## src/rtl/fetch_queue_if.sv

```systemverilog
// Fetch-to-decode handshake bundle for the fetch_queue instruction buffer.
// master = fetch/decode side, slave = the queue itself.
interface fetch_queue_if #(
  parameter int DEPTH = 16,
  parameter int WIDTH = 3,
  parameter int CNT_W = $clog2(DEPTH + 1)
);
  logic [WIDTH-1:0]    fetch_valid;
  logic [32*WIDTH-1:0] fetch_instr;
  logic [32*WIDTH-1:0] fetch_pc;
  logic                fetch_ready;
  logic [WIDTH-1:0]    deq_valid;
  logic [32*WIDTH-1:0] deq_instr;
  logic [32*WIDTH-1:0] deq_pc;
  logic [1:0]          deq_accept;
  logic [CNT_W-1:0]    occupancy;

  modport master (
    output fetch_valid, fetch_instr, fetch_pc, deq_accept,
    input  fetch_ready, deq_valid, deq_instr, deq_pc, occupancy
  );

  modport slave (
    input  fetch_valid, fetch_instr, fetch_pc, deq_accept,
    output fetch_ready, deq_valid, deq_instr, deq_pc, occupancy
  );
endinterface

```

## src/rtl/fetch_queue.sv

```systemverilog
// 3-wide in-order instruction buffer between fetch and decode.
// Compacting enqueue, show-ahead dequeue, full flush on redirect.
module fetch_queue #(
  parameter int DEPTH = 16,
  parameter int WIDTH = 3,
  parameter int PTR_W = $clog2(DEPTH),
  parameter int CNT_W = $clog2(DEPTH + 1)
) (
  input  logic          clk,
  input  logic          rst,
  input  logic          flush,
  fetch_queue_if.slave  fq
);

  logic [PTR_W-1:0] head;
  logic [PTR_W-1:0] tail;
  logic [CNT_W-1:0] count;

  logic [31:0] instr_mem [DEPTH];
  logic [31:0] pc_mem    [DEPTH];

  logic             enq;
  logic [CNT_W-1:0] enq_n;
  logic [CNT_W-1:0] deq_n;
  logic [PTR_W-1:0] lane_off [WIDTH];

  // Ready looks only at the registered count, so decode never reaches fetch combinationally.
  assign fq.fetch_ready = (count <= CNT_W'(DEPTH - WIDTH));
  assign fq.occupancy   = count;

  // Each valid lane lands at tail + (number of valid lanes older than it).
  always_comb begin
    enq   = fq.fetch_ready && !flush;
    enq_n = '0;
    for (int unsigned i = 0; i < WIDTH; i++) begin
      lane_off[i] = enq_n[PTR_W-1:0];
      enq_n       = enq_n + CNT_W'(fq.fetch_valid[i]);
    end
    if (!enq) begin
      enq_n = '0;
    end
    deq_n = (CNT_W'(fq.deq_accept) < count) ? CNT_W'(fq.deq_accept) : count;
  end

  always_ff @(posedge clk) begin
    if (rst || flush) begin
      head  <= '0;
      tail  <= '0;
      count <= '0;
    end else begin
      head  <= head + PTR_W'(deq_n);
      tail  <= tail + PTR_W'(enq_n);
      count <= count + enq_n - deq_n;
    end
  end

  // Storage carries no reset; validity lives entirely in count/head/tail.
  always_ff @(posedge clk) begin
    if (enq) begin
      for (int unsigned i = 0; i < WIDTH; i++) begin
        if (fq.fetch_valid[i]) begin
          instr_mem[tail + lane_off[i]] <= fq.fetch_instr[32*i +: 32];
          pc_mem[tail + lane_off[i]]    <= fq.fetch_pc[32*i +: 32];
        end
      end
    end
  end

  always_comb begin
    fq.deq_valid = '0;
    fq.deq_instr = '0;
    fq.deq_pc    = '0;
    for (int unsigned i = 0; i < WIDTH; i++) begin
      fq.deq_valid[i]          = (count > CNT_W'(i));
      fq.deq_instr[32*i +: 32] = instr_mem[head + PTR_W'(i)];
      fq.deq_pc[32*i +: 32]    = pc_mem[head + PTR_W'(i)];
    end
  end

endmodule

```

## src/flat_wrapper.sv

```systemverilog
// flat-port wrapper written by rule: the top's interface ports become plain ports
module fetch_queue_flat 
#(
  parameter int DEPTH = 16,
  parameter int WIDTH = 3,
  parameter int PTR_W = $clog2(DEPTH),
  parameter int CNT_W = $clog2(DEPTH + 1)
)
  (clk, rst, flush, fq_fetch_valid, fq_fetch_instr, fq_fetch_pc, fq_deq_accept, fq_fetch_ready, fq_deq_valid, fq_deq_instr, fq_deq_pc, fq_occupancy);
  fetch_queue_if #(.DEPTH(DEPTH), .WIDTH(WIDTH), .CNT_W(CNT_W)) fq_i ();
  input  logic clk;
  input  logic rst;
  input  logic flush;
  input wire logic [$bits(fq_i.fetch_valid)-1:0] fq_fetch_valid;
  input wire logic [$bits(fq_i.fetch_instr)-1:0] fq_fetch_instr;
  input wire logic [$bits(fq_i.fetch_pc)-1:0] fq_fetch_pc;
  input wire logic [$bits(fq_i.deq_accept)-1:0] fq_deq_accept;
  output wire logic [$bits(fq_i.fetch_ready)-1:0] fq_fetch_ready;
  output wire logic [$bits(fq_i.deq_valid)-1:0] fq_deq_valid;
  output wire logic [$bits(fq_i.deq_instr)-1:0] fq_deq_instr;
  output wire logic [$bits(fq_i.deq_pc)-1:0] fq_deq_pc;
  output wire logic [$bits(fq_i.occupancy)-1:0] fq_occupancy;
  assign fq_i.fetch_valid = fq_fetch_valid;
  assign fq_i.fetch_instr = fq_fetch_instr;
  assign fq_i.fetch_pc = fq_fetch_pc;
  assign fq_i.deq_accept = fq_deq_accept;
  assign fq_fetch_ready = fq_i.fetch_ready;
  assign fq_deq_valid = fq_i.deq_valid;
  assign fq_deq_instr = fq_i.deq_instr;
  assign fq_deq_pc = fq_i.deq_pc;
  assign fq_occupancy = fq_i.occupancy;
  fetch_queue #(.DEPTH(DEPTH), .WIDTH(WIDTH), .PTR_W(PTR_W), .CNT_W(CNT_W)) u_core (.clk(clk), .rst(rst), .flush(flush), .fq(fq_i));
endmodule
```

## config.mk

```make
export PLATFORM = sky130hd
export DESIGN_NAME = fetch_queue_flat
export DESIGN_NICKNAME = d
export VERILOG_FILES = /design/src/rtl/fetch_queue_if.sv /design/src/rtl/fetch_queue.sv /design/src/flat_wrapper.sv
export SDC_FILE = /design/constraint.sdc
export NUM_CORES = 2
export LEC_CHECK = 0
export BUFFER_PORTS_ARGS = -buffer_cell sky130_fd_sc_hd__clkbuf_2
export CORE_AREA = 5 5 412 414
export DETAILED_ROUTE_END_ITERATION = 10
export DIE_AREA = 0 0 417 419
export PLACE_DENSITY_LB_ADDON = 0.05
export SYNTH_ARGS = -nofsm -noshare
export SYNTH_HDL_FRONTEND = slang
export SYNTH_SLANG_ARGS = --single-unit
```

## constraint.sdc

```tcl
create_clock -name clk -period 12.4 [get_ports clk]
set_clock_uncertainty 0.1 [all_clocks]
set_input_delay 1.24 -clock clk [delete_from_list [all_inputs] [get_ports clk]]
set_output_delay 1.24 -clock clk [all_outputs]
set_load 0.005 [all_outputs]
```

Word-level counts from Yosys, hierarchy flattened
Memories as Yosys holds them, arrays and structs flattened. A register that Yosys moved wholly into a read port is not among the register bits.
Cells that the tools add are included.
{"block": "totals", "register_bits": 13, "ramBits": 1024, "inputBits": 200, "out_inout_bits": 201, "elab_cells": 36, "memories": 2}
{"name": "u_core.instr_mem", "depth": 16, "width": 32, "rd": 3, "rd_ports_with_merged_regs": 1, "write_ports": 3, "line_no": "fetch_queue.sv:19", "rtl": "logic [31:0] instr_mem [DEPTH];"}
{"name": "u_core.pc_mem", "depth": 16, "width": 32, "rd": 3, "rd_ports_with_merged_regs": 1, "write_ports": 3, "line_no": "fetch_queue.sv:20", "rtl": "logic [31:0] pc_mem [DEPTH];"}
{"block": "op_classes", "add_sub_neg": 10, "order_cmp": 5, "mux": 13, "reduce_logical": 3}
{"op": "adder 4 bit", "n": 3}
{"op": "greater-than comparator 5 x 1 -> 1 bit (second input constant)", "n": 2}
{"op": "2-to-1 mux 5 bit", "n": 2}
{"op": "2-to-1 mux 1 bit", "n": 9}
{"op": "2-to-1 mux 4 bit", "n": 2}
{"op": "adder 5 x 1 -> 5 bit", "n": 1}
{"op": "adder 5 bit", "n": 1}
{"op": "greater-than comparator 5 x 2 -> 1 bit (second input constant)", "n": 1}
{"op": "less-or-equal comparator 5 x 4 -> 1 bit (second input constant)", "n": 1}
{"op": "< comparator 2 x 5 -> 1 bit", "n": 1}
{"op": "subtractor 5 bit", "n": 1}
{"op": "adder 4 x 1 -> 4 bit", "n": 1}
{"op": "adder 4 x 1 -> 4 bit (second input constant)", "n": 1}
{"op": "adder 4 x 2 -> 4 bit (second input constant)", "n": 1}
{"op": "adder 1 x 1 -> 2 bit", "n": 1}
{"op": "logical AND 1 bit", "n": 1}
{"op": "zero test 1 bit", "n": 1}
{"op": "logical OR 1 bit", "n": 1}

Depth between registers and ports, before layout
{"block": "depth", "word_depth": 5, "depth_mapped": 13, "ltp_nobuf": 13}

Least setup slack after synthesis
OpenSTA, ideal clock, no wires.
{"block": "synth_path", "kind": "input port to flip-flop", "startpoint": "input flush", "endpoint": "memory u_core.instr_mem[12][0] (enable)", "setup_ns": 0.706, "t_arrival_ns": 9.418, "required_time_ns": 11.594, "setup_slack_ns": 2.176, "stages": 4, "path_buffers": 1, "cell_sequence": "buf_2 -> nor2_1 -> nand3_1 -> o311ai_0"}
{"element": "start, declared", "line_no": "flat_wrapper.sv:13", "rtl": "input logic flush;"}
{"element": "end, declared", "line_no": "fetch_queue.sv:19"}

Worst setup path in the final report
{"block": "layout_path", "startpoint": "register u_core.head[1]", "endpoint": "output fq_deq_instr[66]"}
{"block": "layout_via", "elab_chain_cells": 2}
{"element": "start, declared", "line_no": "fetch_queue.sv:15", "rtl": "logic [PTR_W-1:0] head;"}
{"element": "start signal, assigned", "line_no": "fetch_queue.sv:51", "rtl": "head <= head + PTR_W'(deq_n);"}
{"element": "adder 4 x 2 -> 4 bit", "line_no": "fetch_queue.sv:75", "rtl": "fq.deq_instr[32*i +: 32] = instr_mem[head + PTR_W'(i)];"}
{"element": "memory read (16 x 32 bit)"}
{"element": "end, declared", "line_no": "flat_wrapper.sv:20", "rtl": "output wire logic [$bits(fq_i.deq_instr)-1:0] fq_deq_instr;"}
Every way passes these cells.

==> results_dict.tcl <==
set metrics [dict create \
    status "finished, final reports clean" \
    yosys-top-cells-area "edfxtp_1 38%, mux4_2 27%, mux2_2 19%, mux2_1 3.5%, mux2i_1 2.4%" \
    rsz0062_at_grt "no" \
    ys_types 57 \
    min_period_ps 7370 \
    drv_cap 0 \
    design_area_um2 88100 \
    clk_pin_slew_ps 50 \
    overflow 0 \
    synth_seq_cells 1037 \
    hold_path.class "reg -> reg" \
    coreArea_um2 166000 \
    htree_levels 4 \
    fin_crit_sh_pct 59.5 \
    crit_type "reg -> out" \
    synth-simple-area-share_pct 2.20 \
    cts_tree "done" \
    cts.sinks 1037 \
    cts_made_buffers 137 \
    cts_buffer_depth 3 \
    max_freq_ghz 0.136 \
    synth_fa_ha_area_share_pct 0.546 \
    hold-worst-slack_ps 493 \
    cts-root-buf "clkbuf_16" \
    wire_per_inst_um 41.3 \
    max-vdd-ir-drop_mv 0.153 \
    fin_setup_tns_ps 0 \
    dp.cells 7196 \
    wl_um 309000 \
    cts_resized 0 \
    grt_max_degree 138 \
    syn_area_um2 80600 \
    start_kind "flop" \
    ys.flop_type "edfxtp_1" \
    critPathMaxFanout 62 \
    dp_hpwl_um 173000 \
    gp_congestion 0.820 \
    maxSlewViolCount 0 \
    synthToLayoutAreaGrowth_pct 9.24 \
    power.share.sequential_pct 31.8 \
    regArea_um2 31000 \
    clk_latency_ps 780 \
    synthTopCellsByCount "1365 x mux2_2, 1024 x edfxtp_1, 960 x mux4_2, 422 x clkbuf_1, 252 x mux2_1" \
    instances_no_fill 7471 \
    muxShareOfSynthArea_pct 52.7 \
    drc 0 \
    worstPathRequired_ps 11060 \
    multi_input_area_um2 46500 \
    io_buffer_count 400 \
    clockPowerShare_pct 31.8 \
    yosysSeqAreaShare_pct 38.5 \
    grt_pass1_wl_um 434000 \
    synth_edf_count 1024 \
    worstPathArrival_ps 6030 \
    totalPowerFinal_w 0.0130 \
    die_w_um 417 \
    drive_gt1_share_pct 60.4 \
    vias 55400 \
    dpl_cell_area_um2 83500 \
    drt_iter0_drc 7364 \
    synth_warnings 0 \
    dr.pass1.iters 6 \
    finalHoldViolCount 0 \
    fill_cells 13600 \
    tightest_slew_ps 1300 \
    ant_nets 0 \
    die_y_um 419 \
    rows 150 \
    synth_compound_area_share_pct 1.64 \
    synthCells 5154 \
    power_density_nw_per_um2 148 \
    die-area_um2 175000 \
    slew_headroom_pct 13.6 \
    postCtsHoldBufs 0 \
    synth_most_common_cell "mux2_2" \
    synth_top_family_by_area "multiplexers" \
    crit_path_end_kind "primary output" \
    start_util_pct 48.6 \
    setup_viol 0 \
    syn_avg_cell_area_um2 15.6 \
    post-cts-setup-buffers 0 \
    combPwrFrac_pct 36.3 \
    synthXorXnorAreaFrac_pct 0.171 \
    intPower_w 0.00887 \
    p_sw_w 0.00416 \
    switching_share_pct 31.9 \
    grt.total_usage_pct 34.7 \
    fin_nets 5362 \
    first_global_vias 55500 \
    synth_top_cell_by_area "edfxtp_1" \
    synth_top_cell_area_share_pct 38.1 \
    io_pins 401 \
    viasPerCell 7.42 \
    synth-async-reset-ratio_pct 0 \
    leakagePower_nw 29.2 \
    antenna_found_initial 43 \
]
state kept, by name, summed over array words and instances, names as in the netlist:
signal / cells
u_core.fq.occupancy: 5
u_core.head: 4
u_core.instr_mem: 512
u_core.pc_mem: 512
u_core.tail: 4
layer usage:
layer / routed length (um) / GRT usage [%]
met4: 14100 / 15.1
met5: 189 / 0
met3: 27200 / 6.21
met2: 149000 / 56.2
met1: 118000 / 46.3
layout by cell type (no fill, tap or decap), drive strengths merged, types with 19 or more instances in the layout:
cell       n
inv       34
mux2    1666
buf      139
nand3     19
nand4    200
ha        24
edfxtp  1024
mux2i    193
clkinv    56
clkbuf   563
o21ai    193
diode     24
mux4     960
worst max-delay path, stage by stage, from the launching register on:
cell,delay [ps]
dfxtp_4,760
buf_4,780
ha_4,690
buf_4,810
buf_4,940
mux4_2,420
mux4_2,600
clkbuf_2,160
power by group through the flow:
| stage | logic (W) | registers (W) | clock network, W |
|---|---|---|---|
| 2_1_floorplan | 0.00326 | 0.00415 | 0 |
| 3_3_place_gp | 0.00470 | 0.00421 | 0 |
| 3_5_place_dp | 0.00473 | 0.00421 | 0 |
| 4_1_cts | 0.00475 | 0.00414 | 0.00419 |
| 5_1_grt | 0.00498 | 0.00416 | 0.00432 |
| 6_report | 0.00474 | 0.00415 | 0.00415 |
cells by family (layout without fill, tap and decap cells):
kind of cell / count (synthesis) / after routing
multiplexers: 2819 / 2819
flip-flops: 1037 / 1037
buffers and inverters: 726 / 814
AND/OR/NAND/NOR: 289 / 289
AO/OA/AOI/OAI: 237 / 237
adder cells (fa/ha/maj): 31 / 31
XOR/XNOR: 14 / 14
other: 1 / 26
final cells by class:
class	instances	area share (%)
clock inverters	88	0.984
flip-flops and latches	1037	35.2
diodes	24	0.0682
well taps	2204	3.13
repair buffers	539	3.49
inverters	24	0.102
multi-input cells	3392	52.8
clock buffers	163	4.20
path summary, 6_finish.rpt:
kind | startpoint | end | slack (ps) | cells past startpoint
worst max-delay path | u_core.head[1]$_SDFF_PP0_ | fq_deq_instr[66] | 5030 | 7
worst min-delay path | u_core.fq.occupancy[3]$_SDFF_PP0_ | u_core.head[3]$_SDFF_PP0_ | 490 | 2
worst max register to register | u_core.tail[0]$_SDFF_PP0_ | u_core.pc_mem[12][16]$_DFFE_PP_ | 5830 | 9
worst min register to register | u_core.fq.occupancy[3]$_SDFF_PP0_ | u_core.head[3]$_SDFF_PP0_ | 490 | 2
stage by stage:
| stage | worst slack, ps | util (%) |
|---|---|---|
| floorplan | 2180 | - |
| global placement | 4980 | 50.3 |
| detailed placement | 4980 | 50.3 |
| CTS | 4970 | 53.1 |
| global route | 4790 | 53.1 |
| finish | 5030 | 53.1 |
Note: power is estimated with default switching activity, not from simulation.
